--- src/rtl/lsb_pkg.sv ---
// ---------------------------------------------------------------------------
// lsb_pkg
// Shared types and constants for the load/store buffer slice.
//   OPC_LOAD / OPC_STORE : RISC-V major opcodes; anything that is not a store
//                          is issued like a load.
//   lsb_state_t          : issue FSM states (DRAIN is only reachable when the
//                          design is built with LSB_FLUSH_EN).
//   lsb_entry_t          : one queued memory operation.
// ---------------------------------------------------------------------------
package lsb_pkg;

  localparam int ID_W = 5;
  localparam int XLEN = 32;

  localparam logic [6:0] OPC_LOAD  = 7'b0000011;
  localparam logic [6:0] OPC_STORE = 7'b0100011;

  typedef enum logic [1:0] {
    IDLE  = 2'd0,
    WAIT  = 2'd1,
    DRAIN = 2'd2
  } lsb_state_t;

  typedef struct packed {
    logic [ID_W-1:0] ins_id;
    logic [XLEN-1:0] addr;
    logic [XLEN-1:0] data;
    logic [6:0]      opcode;
    logic [2:0]      funct3;
    logic [6:0]      funct7;
    logic            committed;
  } lsb_entry_t;

  // Stores must wait for the ROB; every other opcode may issue immediately.
  function automatic logic is_store(input logic [6:0] opc);
    return opc == OPC_STORE;
  endfunction

endpackage

--- src/rtl/lsb_ring.sv ---
// ---------------------------------------------------------------------------
// lsb_ring
// Circular entry storage with head/tail pointers and an occupancy count.
//   clk_in, rst_in   : clock, asynchronous active-low reset
//   enq_i            : write enq_entry_i at tail (committed bit forced to 0)
//   pop_i            : retire the head entry
//   clear_i          : drop every entry (head jumps to tail), wins over enq/pop
//   commit_mask_i    : per-slot set of the committed bit
//   head_entry_o     : entry at head
//   count_o          : number of live entries (0..DEPTH)
//   valid_o, ids_o   : per-slot occupancy and ROB tag, for commit matching
// ---------------------------------------------------------------------------
module lsb_ring
  import lsb_pkg::*;
#(
  parameter int DEPTH = 8,
  localparam int PTR_W = $clog2(DEPTH),
  localparam int CNT_W = PTR_W + 1
) (
  input  logic             clk_in,
  input  logic             rst_in,
  input  logic             enq_i,
  input  lsb_entry_t       enq_entry_i,
  input  logic             pop_i,
  input  logic             clear_i,
  input  logic [DEPTH-1:0] commit_mask_i,
  output lsb_entry_t       head_entry_o,
  output logic [CNT_W-1:0] count_o,
  output logic [DEPTH-1:0] valid_o,
  output logic [ID_W-1:0]  ids_o [DEPTH]
);

  lsb_entry_t       entries_q [DEPTH];
  lsb_entry_t       entries_d [DEPTH];
  logic [PTR_W-1:0] head_q, head_d;
  logic [PTR_W-1:0] tail_q, tail_d;
  logic [CNT_W-1:0] count_q, count_d;
  logic [PTR_W-1:0] offset [DEPTH];

  // Commit bits are applied first so a fresh enqueue into the same slot
  // always starts uncommitted.
  always_comb begin
    entries_d = entries_q;
    head_d    = head_q;
    tail_d    = tail_q;
    count_d   = count_q;
    for (int i = 0; i < DEPTH; i++) begin
      if (commit_mask_i[i]) entries_d[i].committed = 1'b1;
    end
    if (clear_i) begin
      head_d  = tail_q;
      count_d = '0;
    end else begin
      if (enq_i) begin
        entries_d[tail_q]           = enq_entry_i;
        entries_d[tail_q].committed = 1'b0;
        tail_d                      = tail_q + PTR_W'(1);
      end
      if (pop_i) head_d = head_q + PTR_W'(1);
      case ({enq_i, pop_i})
        2'b10:   count_d = count_q + CNT_W'(1);
        2'b01:   count_d = count_q - CNT_W'(1);
        default: count_d = count_q;
      endcase
    end
  end

  always_ff @(posedge clk_in or negedge rst_in) begin
    if (!rst_in) begin
      for (int i = 0; i < DEPTH; i++) entries_q[i] <= '0;
      head_q  <= '0;
      tail_q  <= '0;
      count_q <= '0;
    end else begin
      entries_q <= entries_d;
      head_q    <= head_d;
      tail_q    <= tail_d;
      count_q   <= count_d;
    end
  end

  // A slot is live when its distance from head (mod DEPTH) is below count.
  always_comb begin
    for (int i = 0; i < DEPTH; i++) begin
      offset[i]  = PTR_W'(i) - head_q;
      valid_o[i] = {1'b0, offset[i]} < count_q;
      ids_o[i]   = entries_q[i].ins_id;
    end
  end

  assign head_entry_o = entries_q[head_q];
  assign count_o      = count_q;

endmodule

--- src/rtl/load_store_buffer.sv ---
// ---------------------------------------------------------------------------
// load_store_buffer
// In-order load/store queue in front of MemOperator. One request is in
// flight at a time; its completion is broadcast on the CDB one cycle later.
// Stores wait at the head until the ROB commits them.
//   clk_in, rst_in, rdy_in : clock, async active-low reset, global stall (low)
//   enq_*                  : entry input with valid/ready handshake
//   commit_valid/_ins_id   : ROB store-commit notice
//   have_ins + fields      : registered one-cycle request to MemOperator
//   alu_rdy/alu_res/res_ins_id : MemOperator completion
//   cdb_*                  : result broadcast
//   flush_in               : only with LSB_FLUSH_EN; drops all entries and
//                            discards the in-flight completion via DRAIN
// ---------------------------------------------------------------------------
module load_store_buffer
  import lsb_pkg::*;
#(
  parameter int DEPTH = 8
) (
  input  logic            clk_in,
  input  logic            rst_in,
  input  logic            rdy_in,
  input  logic            enq_valid,
  output logic            enq_ready,
  input  logic [ID_W-1:0] enq_ins_id,
  input  logic [XLEN-1:0] enq_addr,
  input  logic [XLEN-1:0] enq_data,
  input  logic [6:0]      enq_opcode,
  input  logic [2:0]      enq_funct3,
  input  logic [6:0]      enq_funct7,
  input  logic            commit_valid,
  input  logic [ID_W-1:0] commit_ins_id,
  output logic            have_ins,
  output logic [ID_W-1:0] ins_id,
  output logic [XLEN-1:0] addr,
  output logic [XLEN-1:0] data,
  output logic [6:0]      opcode,
  output logic [2:0]      funct3,
  output logic [6:0]      funct7,
  input  logic            alu_rdy,
  input  logic [XLEN-1:0] alu_res,
  input  logic [ID_W-1:0] res_ins_id,
  output logic            cdb_valid,
  output logic [ID_W-1:0] cdb_ins_id,
  output logic [XLEN-1:0] cdb_data
`ifdef LSB_FLUSH_EN
  ,
  input  logic            flush_in
`endif
);

  localparam int CNT_W = $clog2(DEPTH) + 1;

  lsb_state_t       state_q, state_d;
  logic             have_ins_q, have_ins_d;
  logic [ID_W-1:0]  out_id_q, out_id_d;
  logic [XLEN-1:0]  addr_q, addr_d;
  logic [XLEN-1:0]  data_q, data_d;
  logic [6:0]       opcode_q, opcode_d;
  logic [2:0]       funct3_q, funct3_d;
  logic [6:0]       funct7_q, funct7_d;
  logic             cdb_valid_q, cdb_valid_d;
  logic [ID_W-1:0]  cdb_ins_id_q, cdb_ins_id_d;
  logic [XLEN-1:0]  cdb_data_q, cdb_data_d;

  logic             flush_act;
  logic             enq_fire;
  logic             pop;
  logic             clear;
  logic             full;
  logic             head_ready;
  logic             resp_match;
  lsb_entry_t       enq_entry;
  lsb_entry_t       head_entry;
  logic [CNT_W-1:0] count;
  logic [DEPTH-1:0] slot_valid;
  logic [ID_W-1:0]  slot_ids [DEPTH];
  logic [DEPTH-1:0] commit_mask;

`ifdef LSB_FLUSH_EN
  assign flush_act = flush_in;
`else
  assign flush_act = 1'b0;
`endif

  // Fullness is judged on the pre-pop count, so a full queue refuses an
  // enqueue even in the cycle its head retires.
  assign full      = (count == CNT_W'(DEPTH));
  assign enq_ready = rdy_in && !full && !flush_act;
  assign enq_fire  = enq_valid && enq_ready;

  // Out_id doubles as the registered ins_id request field.
  assign resp_match = alu_rdy && (res_ins_id == out_id_q);
  assign head_ready = (count != '0) && (!is_store(head_entry.opcode) || head_entry.committed);

  always_comb begin
    enq_entry           = '0;
    enq_entry.ins_id    = enq_ins_id;
    enq_entry.addr      = enq_addr;
    enq_entry.data      = enq_data;
    enq_entry.opcode    = enq_opcode;
    enq_entry.funct3    = enq_funct3;
    enq_entry.funct7    = enq_funct7;
  end

  // A commit tags every live entry with a matching ROB id.
  always_comb begin
    for (int i = 0; i < DEPTH; i++) begin
      commit_mask[i] = rdy_in && commit_valid && slot_valid[i] && (slot_ids[i] == commit_ins_id);
    end
  end

  // Issue FSM. A flush overrides whatever the normal path decided this cycle,
  // including a completion that lands at the same edge.
  always_comb begin
    state_d      = state_q;
    have_ins_d   = 1'b0;
    out_id_d     = out_id_q;
    addr_d       = addr_q;
    data_d       = data_q;
    opcode_d     = opcode_q;
    funct3_d     = funct3_q;
    funct7_d     = funct7_q;
    cdb_valid_d  = 1'b0;
    cdb_ins_id_d = cdb_ins_id_q;
    cdb_data_d   = cdb_data_q;
    pop          = 1'b0;
    clear        = 1'b0;
    if (rdy_in) begin
      case (state_q)
        IDLE: begin
          if (head_ready) begin
            have_ins_d = 1'b1;
            out_id_d   = head_entry.ins_id;
            addr_d     = head_entry.addr;
            data_d     = head_entry.data;
            opcode_d   = head_entry.opcode;
            funct3_d   = head_entry.funct3;
            funct7_d   = head_entry.funct7;
            state_d    = WAIT;
          end
        end
        WAIT: begin
          if (resp_match) begin
            pop          = 1'b1;
            cdb_valid_d  = 1'b1;
            cdb_ins_id_d = out_id_q;
            cdb_data_d   = alu_res;
            state_d      = IDLE;
          end
        end
`ifdef LSB_FLUSH_EN
        DRAIN: begin
          if (resp_match) state_d = IDLE;
        end
`endif
        default: state_d = IDLE;
      endcase
`ifdef LSB_FLUSH_EN
      if (flush_in) begin
        have_ins_d   = 1'b0;
        out_id_d     = out_id_q;
        addr_d       = addr_q;
        data_d       = data_q;
        opcode_d     = opcode_q;
        funct3_d     = funct3_q;
        funct7_d     = funct7_q;
        cdb_valid_d  = 1'b0;
        cdb_ins_id_d = cdb_ins_id_q;
        cdb_data_d   = cdb_data_q;
        pop          = 1'b0;
        clear        = 1'b1;
        state_d      = (state_q == WAIT && !resp_match) ? DRAIN : IDLE;
      end
`endif
    end
  end

  always_ff @(posedge clk_in or negedge rst_in) begin
    if (!rst_in) begin
      state_q      <= IDLE;
      have_ins_q   <= 1'b0;
      out_id_q     <= '0;
      addr_q       <= '0;
      data_q       <= '0;
      opcode_q     <= '0;
      funct3_q     <= '0;
      funct7_q     <= '0;
      cdb_valid_q  <= 1'b0;
      cdb_ins_id_q <= '0;
      cdb_data_q   <= '0;
    end else begin
      state_q      <= state_d;
      have_ins_q   <= have_ins_d;
      out_id_q     <= out_id_d;
      addr_q       <= addr_d;
      data_q       <= data_d;
      opcode_q     <= opcode_d;
      funct3_q     <= funct3_d;
      funct7_q     <= funct7_d;
      cdb_valid_q  <= cdb_valid_d;
      cdb_ins_id_q <= cdb_ins_id_d;
      cdb_data_q   <= cdb_data_d;
    end
  end

  lsb_ring #(.DEPTH(DEPTH)) u_ring (
    .clk_in        (clk_in),
    .rst_in        (rst_in),
    .enq_i         (enq_fire),
    .enq_entry_i   (enq_entry),
    .pop_i         (pop),
    .clear_i       (clear),
    .commit_mask_i (commit_mask),
    .head_entry_o  (head_entry),
    .count_o       (count),
    .valid_o       (slot_valid),
    .ids_o         (slot_ids)
  );

  assign have_ins   = have_ins_q;
  assign ins_id     = out_id_q;
  assign addr       = addr_q;
  assign data       = data_q;
  assign opcode     = opcode_q;
  assign funct3     = funct3_q;
  assign funct7     = funct7_q;
  assign cdb_valid  = cdb_valid_q;
  assign cdb_ins_id = cdb_ins_id_q;
  assign cdb_data   = cdb_data_q;

endmodule
--- config.mk ---
export PLATFORM = sky130hd
export DESIGN_NAME = load_store_buffer
export DESIGN_NICKNAME = d
export VERILOG_FILES = /design/src/rtl/lsb_pkg.sv /design/src/rtl/lsb_ring.sv /design/src/rtl/load_store_buffer.sv
export SDC_FILE = /design/constraint.sdc
export NUM_CORES = 1
export LEC_CHECK = 0
export ABC_AREA = 1
export CAP_MARGIN = 20
export CORE_AREA = 2 2 331 333
export DETAILED_ROUTE_END_ITERATION = 12
export DIE_AREA = 0 0 333 335
export HOLD_SLACK_MARGIN = 0.06
export PLACE_DENSITY = 0.55
export SLEW_MARGIN = 0
export SYNTH_ARGS = -nofsm -noshare
export SYNTH_HDL_FRONTEND = slang
export SYNTH_HIERARCHICAL = 1
export SYNTH_SLANG_ARGS = --single-unit
--- constraint.sdc ---
create_clock -name clk_in -period 6.4 [get_ports clk_in]
set_clock_uncertainty 0.2 [all_clocks]
set_input_delay 0.64 -clock clk_in [delete_from_list [all_inputs] [get_ports clk_in]]
set_output_delay 0.64 -clock clk_in [all_outputs]
set_load 0.02 [all_outputs]
; Word-level counts from Yosys, hierarchy flattened
; Cells that the tools add are included.
[totals]
reg_bits = 833
in_bits = 134
[classes]
addsub = 12
n_lt_le_gt_ge = 11
n_eq_ne = 16
muxes = 28
bitwise = 2
n_reduce_logical = 31
[ops]
columns = cell, count
row1 = $bwmux 696, 2
row2 = $mux 610, 1
row3 = $demux 87 s3, 2
row4 = $bmux 87 s3, 1
row5 = $mux 87, 3
row6 = $eq 5x5->1, 9
row7 = $lt 3x4->1, 8
row8 = $logic_and 1x1->1, 22
row9 = $mux 1, 15
row10 = $sub 3x3->3 const A, 4
row11 = $reduce_and 3->1, 3
row12 = $ge 4x4->1 const B, 2
row13 = $not 3->4, 2
row14 = $pmux 4 s2, 1
row15 = $eq 7x6->1 const B, 1
row16 = $add 3x1->3 const B, 2
row17 = $sub 1x3->3 const A, 2
row18 = $sub 2x3->3 const A, 2
row19 = $add 4x1->4 const B, 1
row20 = $eq 2x1->1 const B, 2
row21 = $eq 4x4->1 const B, 1
row22 = $lt 4x1->1 const B, 1
row23 = $mux 2, 2
row24 = $ne 2x2->1 const B, 2
row25 = other kinds (8), 9

; Depth between registers and ports, before layout
[depth]
depth_word = 11
mapped_depth = 17

; Cells and area by module
; The synthesis kept the hierarchy.
[by_module_without_submodules]
columns = mod, n_inst, cells_each, area_per_inst_um2, seq_area_each_um2
row1 = lsb_ring, 1, 3576, 31764.2, 17666.9
row2 = load_store_buffer, 1, 684, 5743.0, 3153.0

; Worst setup path before layout
; OpenSTA, ideal clock, no wires.
[synth_path]
path_type = reg2reg
from = reg u_ring.head_q[0]
to = reg u_ring/entries_q[609] in the netlist's numbering
setup_ns = 0.119
t_arrival_ns = 2.511
required_time_ns = 6.081
path_slack_ns = 3.571
stages_incl_launch_ff = 16
path_buffers = 3
path_cell_list = dfrtp_1 inv_2 buf_2 buf_2 clkbuf_1 ha_1 ha_1 inv_1 o21bai_1 a21oi_1 or2_2 nand2_1 nor2_1 nand2_1 nor3_1 o21a_1
[synth_lines]
columns = element, line
row1 = start: declaration, lsb_ring.sv:35  ; logic [PTR_W-1:0] head_q, head_d;
row2 = start signal: assignment, lsb_ring.sv:71  ; head_q <= '0;
row3 = start signal: assignment, lsb_ring.sv:76  ; head_q <= head_d;
row4 = end signal: assignment, lsb_ring.sv:75  ; entries_q <= entries_d;
row5 = end: declaration, lsb_ring.sv:33  ; lsb_entry_t entries_q [DEPTH];

==> metrics.log <==
INFO  metric drt-pass1-iter-count = 6
INFO  metric dp_hpwl = approximately 64000 um
INFO  metric post-synth-top-count-cell = sky130_fd_sc_hd__nand2_1
INFO  metric vias = approximately 29k
INFO  metric global_route.usage.met1 = 28.0%
INFO  metric min-delay-path-class = reg -> reg
INFO  metric grt_max_degree = 219
INFO  metric first_global_vias = around 29k
INFO  metric antenna_violations_before_repair = 5
INFO  metric timing.setup.tns = 0 ps
INFO  metric layout_cells_sized_above_1 = about 5.8%
INFO  metric synthTopCellsByCount = 1179 x sky130_fd_sc_hd__nand2_1, 832 x sky130_fd_sc_hd__dfrtp_1, 781 x sky130_fd_sc_hd__o21ai_0, 303 x sky130_fd_sc_hd__inv_1, 171 x sky130_fd_sc_hd__o211ai_1
INFO  metric overall_die_width = ~330 um
INFO  metric synth.lib_cells_used.distinct = 35
INFO  metric synthArstFlopShare = 100%
INFO  metric top_usage_layer = met2
INFO  metric post_synth_instance_area = between 0.03 and 0.04 mm2
INFO  metric detail_route.wirelength = ~110000 um
INFO  metric place_congestion = around 0.8
INFO  metric drt_iter0_drc = between 2k and 2.5k
INFO  metric cts_inserted_buffers = slightly below 100
INFO  metric layout_min_cycle_time = just over 4000 ps
INFO  metric post-place-cells = 5638
INFO  metric die_ht = ~340 um
INFO  metric final_core_util = about two fifths
INFO  metric timing_worst_slew_pin_value = between 1000 and 1500 ps
INFO  metric fin_crit_sh = a little under two thirds
INFO  metric drv.max_cap_violation_count = 0
INFO  metric die_area = roughly 0.11 mm2
INFO  metric vias_per_cell = a little over 5
INFO  metric clk_pin_slew = ~60 ps
INFO  metric io_buffer_count = 259
INFO  metric worstSetupStartpointType = flop
INFO  metric io_pins = 260
INFO  metric tritoncts = done
INFO  metric worstPathArrival = ~4400 ps
INFO  metric max_freq = ~0.25 GHz
INFO  metric cts-root-to-sink-buffers = 3
INFO  metric cts_sinks = roughly 830
INFO  metric rows = around 120
INFO  metric slew_headroom = 29.4%
INFO  metric total_track_usage = about a fifth
INFO  metric synth_edf_count = 0
INFO  metric clk_root_buffer_cell = sky130_fd_sc_hd__clkbuf_16
INFO  metric timing_hold_violations_final = 0
INFO  metric crit_path_end_kind = flop
INFO  metric powerDensity = roughly 470 mW/mm2
INFO  metric gr-usage-met3 = approximately 3.3%
INFO  metric start_util = a little over a third
INFO  metric ys_ff_latch = about 830
INFO  metric ctsHtreeMaxLevel = 3
INFO  metric average_instance_area_after_synthesis = slightly below 9 um2
INFO  metric cts-resized-gates = 0
INFO  metric core_area = approximately 0.11 mm2
INFO  metric drt-wirelength-per-cell = about 19 um
INFO  metric run_status = complete, no violations
INFO  metric crit_fanout = slightly below 70
INFO  metric area.growth.synth_to_final = 17.2%
INFO  metric synthDominantCellAreaShare = 55.5%
INFO  metric criticalPathCategory = reg -> reg
INFO  metric req_time_crit_path = roughly 6800 ps
INFO  metric detail-route-antenna-nets = 0
INFO  metric route.detailed.drc = 0
INFO  metric ir_drop = between 0.2 and 0.25 mV
INFO  metric fillCellCount = 10.8k
INFO  metric power_leakage = 20.2 nW
INFO  metric setup_violating_endpoint_count_in_the_final_report = 0
INFO  metric post_synth_main_area_contributors = sky130_fd_sc_hd__dfrtp_1 56%, sky130_fd_sc_hd__nand2_1 12%, sky130_fd_sc_hd__o21ai_0 10%
INFO  metric grt_pass1_wl = approximately 170000 um
INFO  metric synthesis.instances = ~4.3k
INFO  metric worst_skew_pair.late_latency = between 600 and 700 ps
INFO  metric grt_setup_unrepaired = false
INFO  metric final_cells = 5825
INFO  metric ys_dominant_reg_cell = sky130_fd_sc_hd__dfrtp_1
INFO  metric seq_area_frac_synth = 55.5%
INFO  metric synth_top_cell_by_area = sky130_fd_sc_hd__dfrtp_1
INFO  metric grt_util_met2 = a little under a third
INFO  metric num-nets-final = around 4.5k
INFO  metric overflow = 0
INFO  metric number_of_warnings_issued_by_yosys = 6
INFO  metric number_of_slew_limit_violations_in_the_final_report = 0
-- repair_timing --
item,4_1_cts,5_1_grt
hold buffers,1,0
endpoints found under the hold margin,90,0
buffers inserted,0,0
endpoints found under the setup margin,0,0
-- cell usage in the layout, fill, tap and decap left out, types with 11 or more instances in the layout --
| cell | n |
|---|---|
| sky130_fd_sc_hd__dfrtp_1 | 831 |
| sky130_fd_sc_hd__buf_12 | 12 |
| sky130_fd_sc_hd__nand4_1 | 41 |
| sky130_fd_sc_hd__clkbuf_8 | 24 |
| sky130_fd_sc_hd__buf_4 | 42 |
| sky130_fd_sc_hd__clkbuf_1 | 17 |
| sky130_fd_sc_hd__clkdlybuf4s50_1 | 258 |
| sky130_fd_sc_hd__ha_1 | 16 |
| sky130_fd_sc_hd__o21ai_1 | 91 |
| sky130_fd_sc_hd__xnor2_1 | 26 |
| sky130_fd_sc_hd__nand3_1 | 98 |
| sky130_fd_sc_hd__nor2_1 | 125 |
| sky130_fd_sc_hd__clkbuf_16 | 99 |
| sky130_fd_sc_hd__nand2_1 | 1172 |
| sky130_fd_sc_hd__o2111ai_1 | 86 |
| sky130_fd_sc_hd__inv_1 | 302 |
| sky130_fd_sc_hd__clkinv_2 | 22 |
| sky130_fd_sc_hd__xor2_1 | 11 |
| sky130_fd_sc_hd__o21ai_0 | 781 |
| sky130_fd_sc_hd__o21a_1 | 93 |
| sky130_fd_sc_hd__o211ai_1 | 171 |
-- path summary, 6_finish.rpt --
| path | cells past startpoint | endpoint | slack (ps) | startpoint |
|---|---|---|---|---|
| max | 12 | opcode[5] | 2340 | u_ring/head_q[0] |
| min | 2 | cdb_data[28] | 270 | cdb_data[28] |
| max reg2reg | 12 | opcode[5] | 2340 | u_ring/head_q[0] |
| min reg2reg | 2 | cdb_data[28] | 270 | cdb_data[28] |
| max in group asynchronous | 3 | funct7[4] | 4130 | rst_in |
| min in group asynchronous | 2 | async pin | 410 | rst_in |
-- power breakdown --
group	switching [W]	leakage [nW]	internal, W	total (W)
logic	0.00379	7.98	0.00237	0.00616
clock network	0.00229	1.65	0.00345	0.00573
registers	0.00116	10.5	0.00747	0.00864
-- critical path, stage by stage (launching register included) --
cell	delay, ps
sky130_fd_sc_hd__dfrtp_4	920
sky130_fd_sc_hd__buf_4	520
sky130_fd_sc_hd__buf_4	470
sky130_fd_sc_hd__nand2_1	100
sky130_fd_sc_hd__o211ai_1	100
sky130_fd_sc_hd__o2111ai_1	170
sky130_fd_sc_hd__nand2_1	120
sky130_fd_sc_hd__nor3_1	70
sky130_fd_sc_hd__nand2_4	110
sky130_fd_sc_hd__nand2_4	420
sky130_fd_sc_hd__buf_4	450
sky130_fd_sc_hd__nand2_1	110
sky130_fd_sc_hd__nand2_1	50
-- final cells by class --
| cell class | count | area, um2 | share of cell area (%) |
|---|---|---|---|
| Clock inverter | 43 | 475 | 1.08 |
| Multi-Input combinational cell | 2772 | 13700 | 31.1 |
| Timing Repair Buffer | 315 | 3190 | 7.26 |
| Antenna cell | 2 | 5.00 | 0.0114 |
| Tap cell | 1414 | 1770 | 4.02 |
| Sequential cell | 832 | 20800 | 47.4 |
| Clock buffer | 140 | 2870 | 6.53 |
| Inverter | 307 | 1160 | 2.63 |
-- stage by stage --
step           total power [W]  setup slack [ps]  instance area, um2  hold slack [ps]
6_report                0.0205              2340               44000              266
5_1_grt                 0.0220              2010               44000              282
4_1_cts                 0.0208              2320               44000              271
3_5_place_dp            0.0149              2150               40600              257
3_3_place_gp            0.0148              2250               40600              253
2_1_floorplan           0.0126              3570               37500              144
-- metal layers --
layer,part of all wire (%),up-vias
met4,2.7,8
met1,48,14220
met3,5.1,164
met5,0.054,-
met2,44,702
li1,-,14243
-- logic make-up after synthesis --
kind of cell | count (synthesis) | synth area share (%)
AO/OA/AOI/OAI | 1245 | 19.3
XOR/XNOR | 37 | 0.864
adder cells (fa/ha/maj) | 16 | 0.534
buffers and inverters | 661 | 8.34
flip-flops | 832 | 55.5
other | 1 | 0.0100
AND/OR/NAND/NOR | 1468 | 15.4
(Power assumes the default switching activity.)
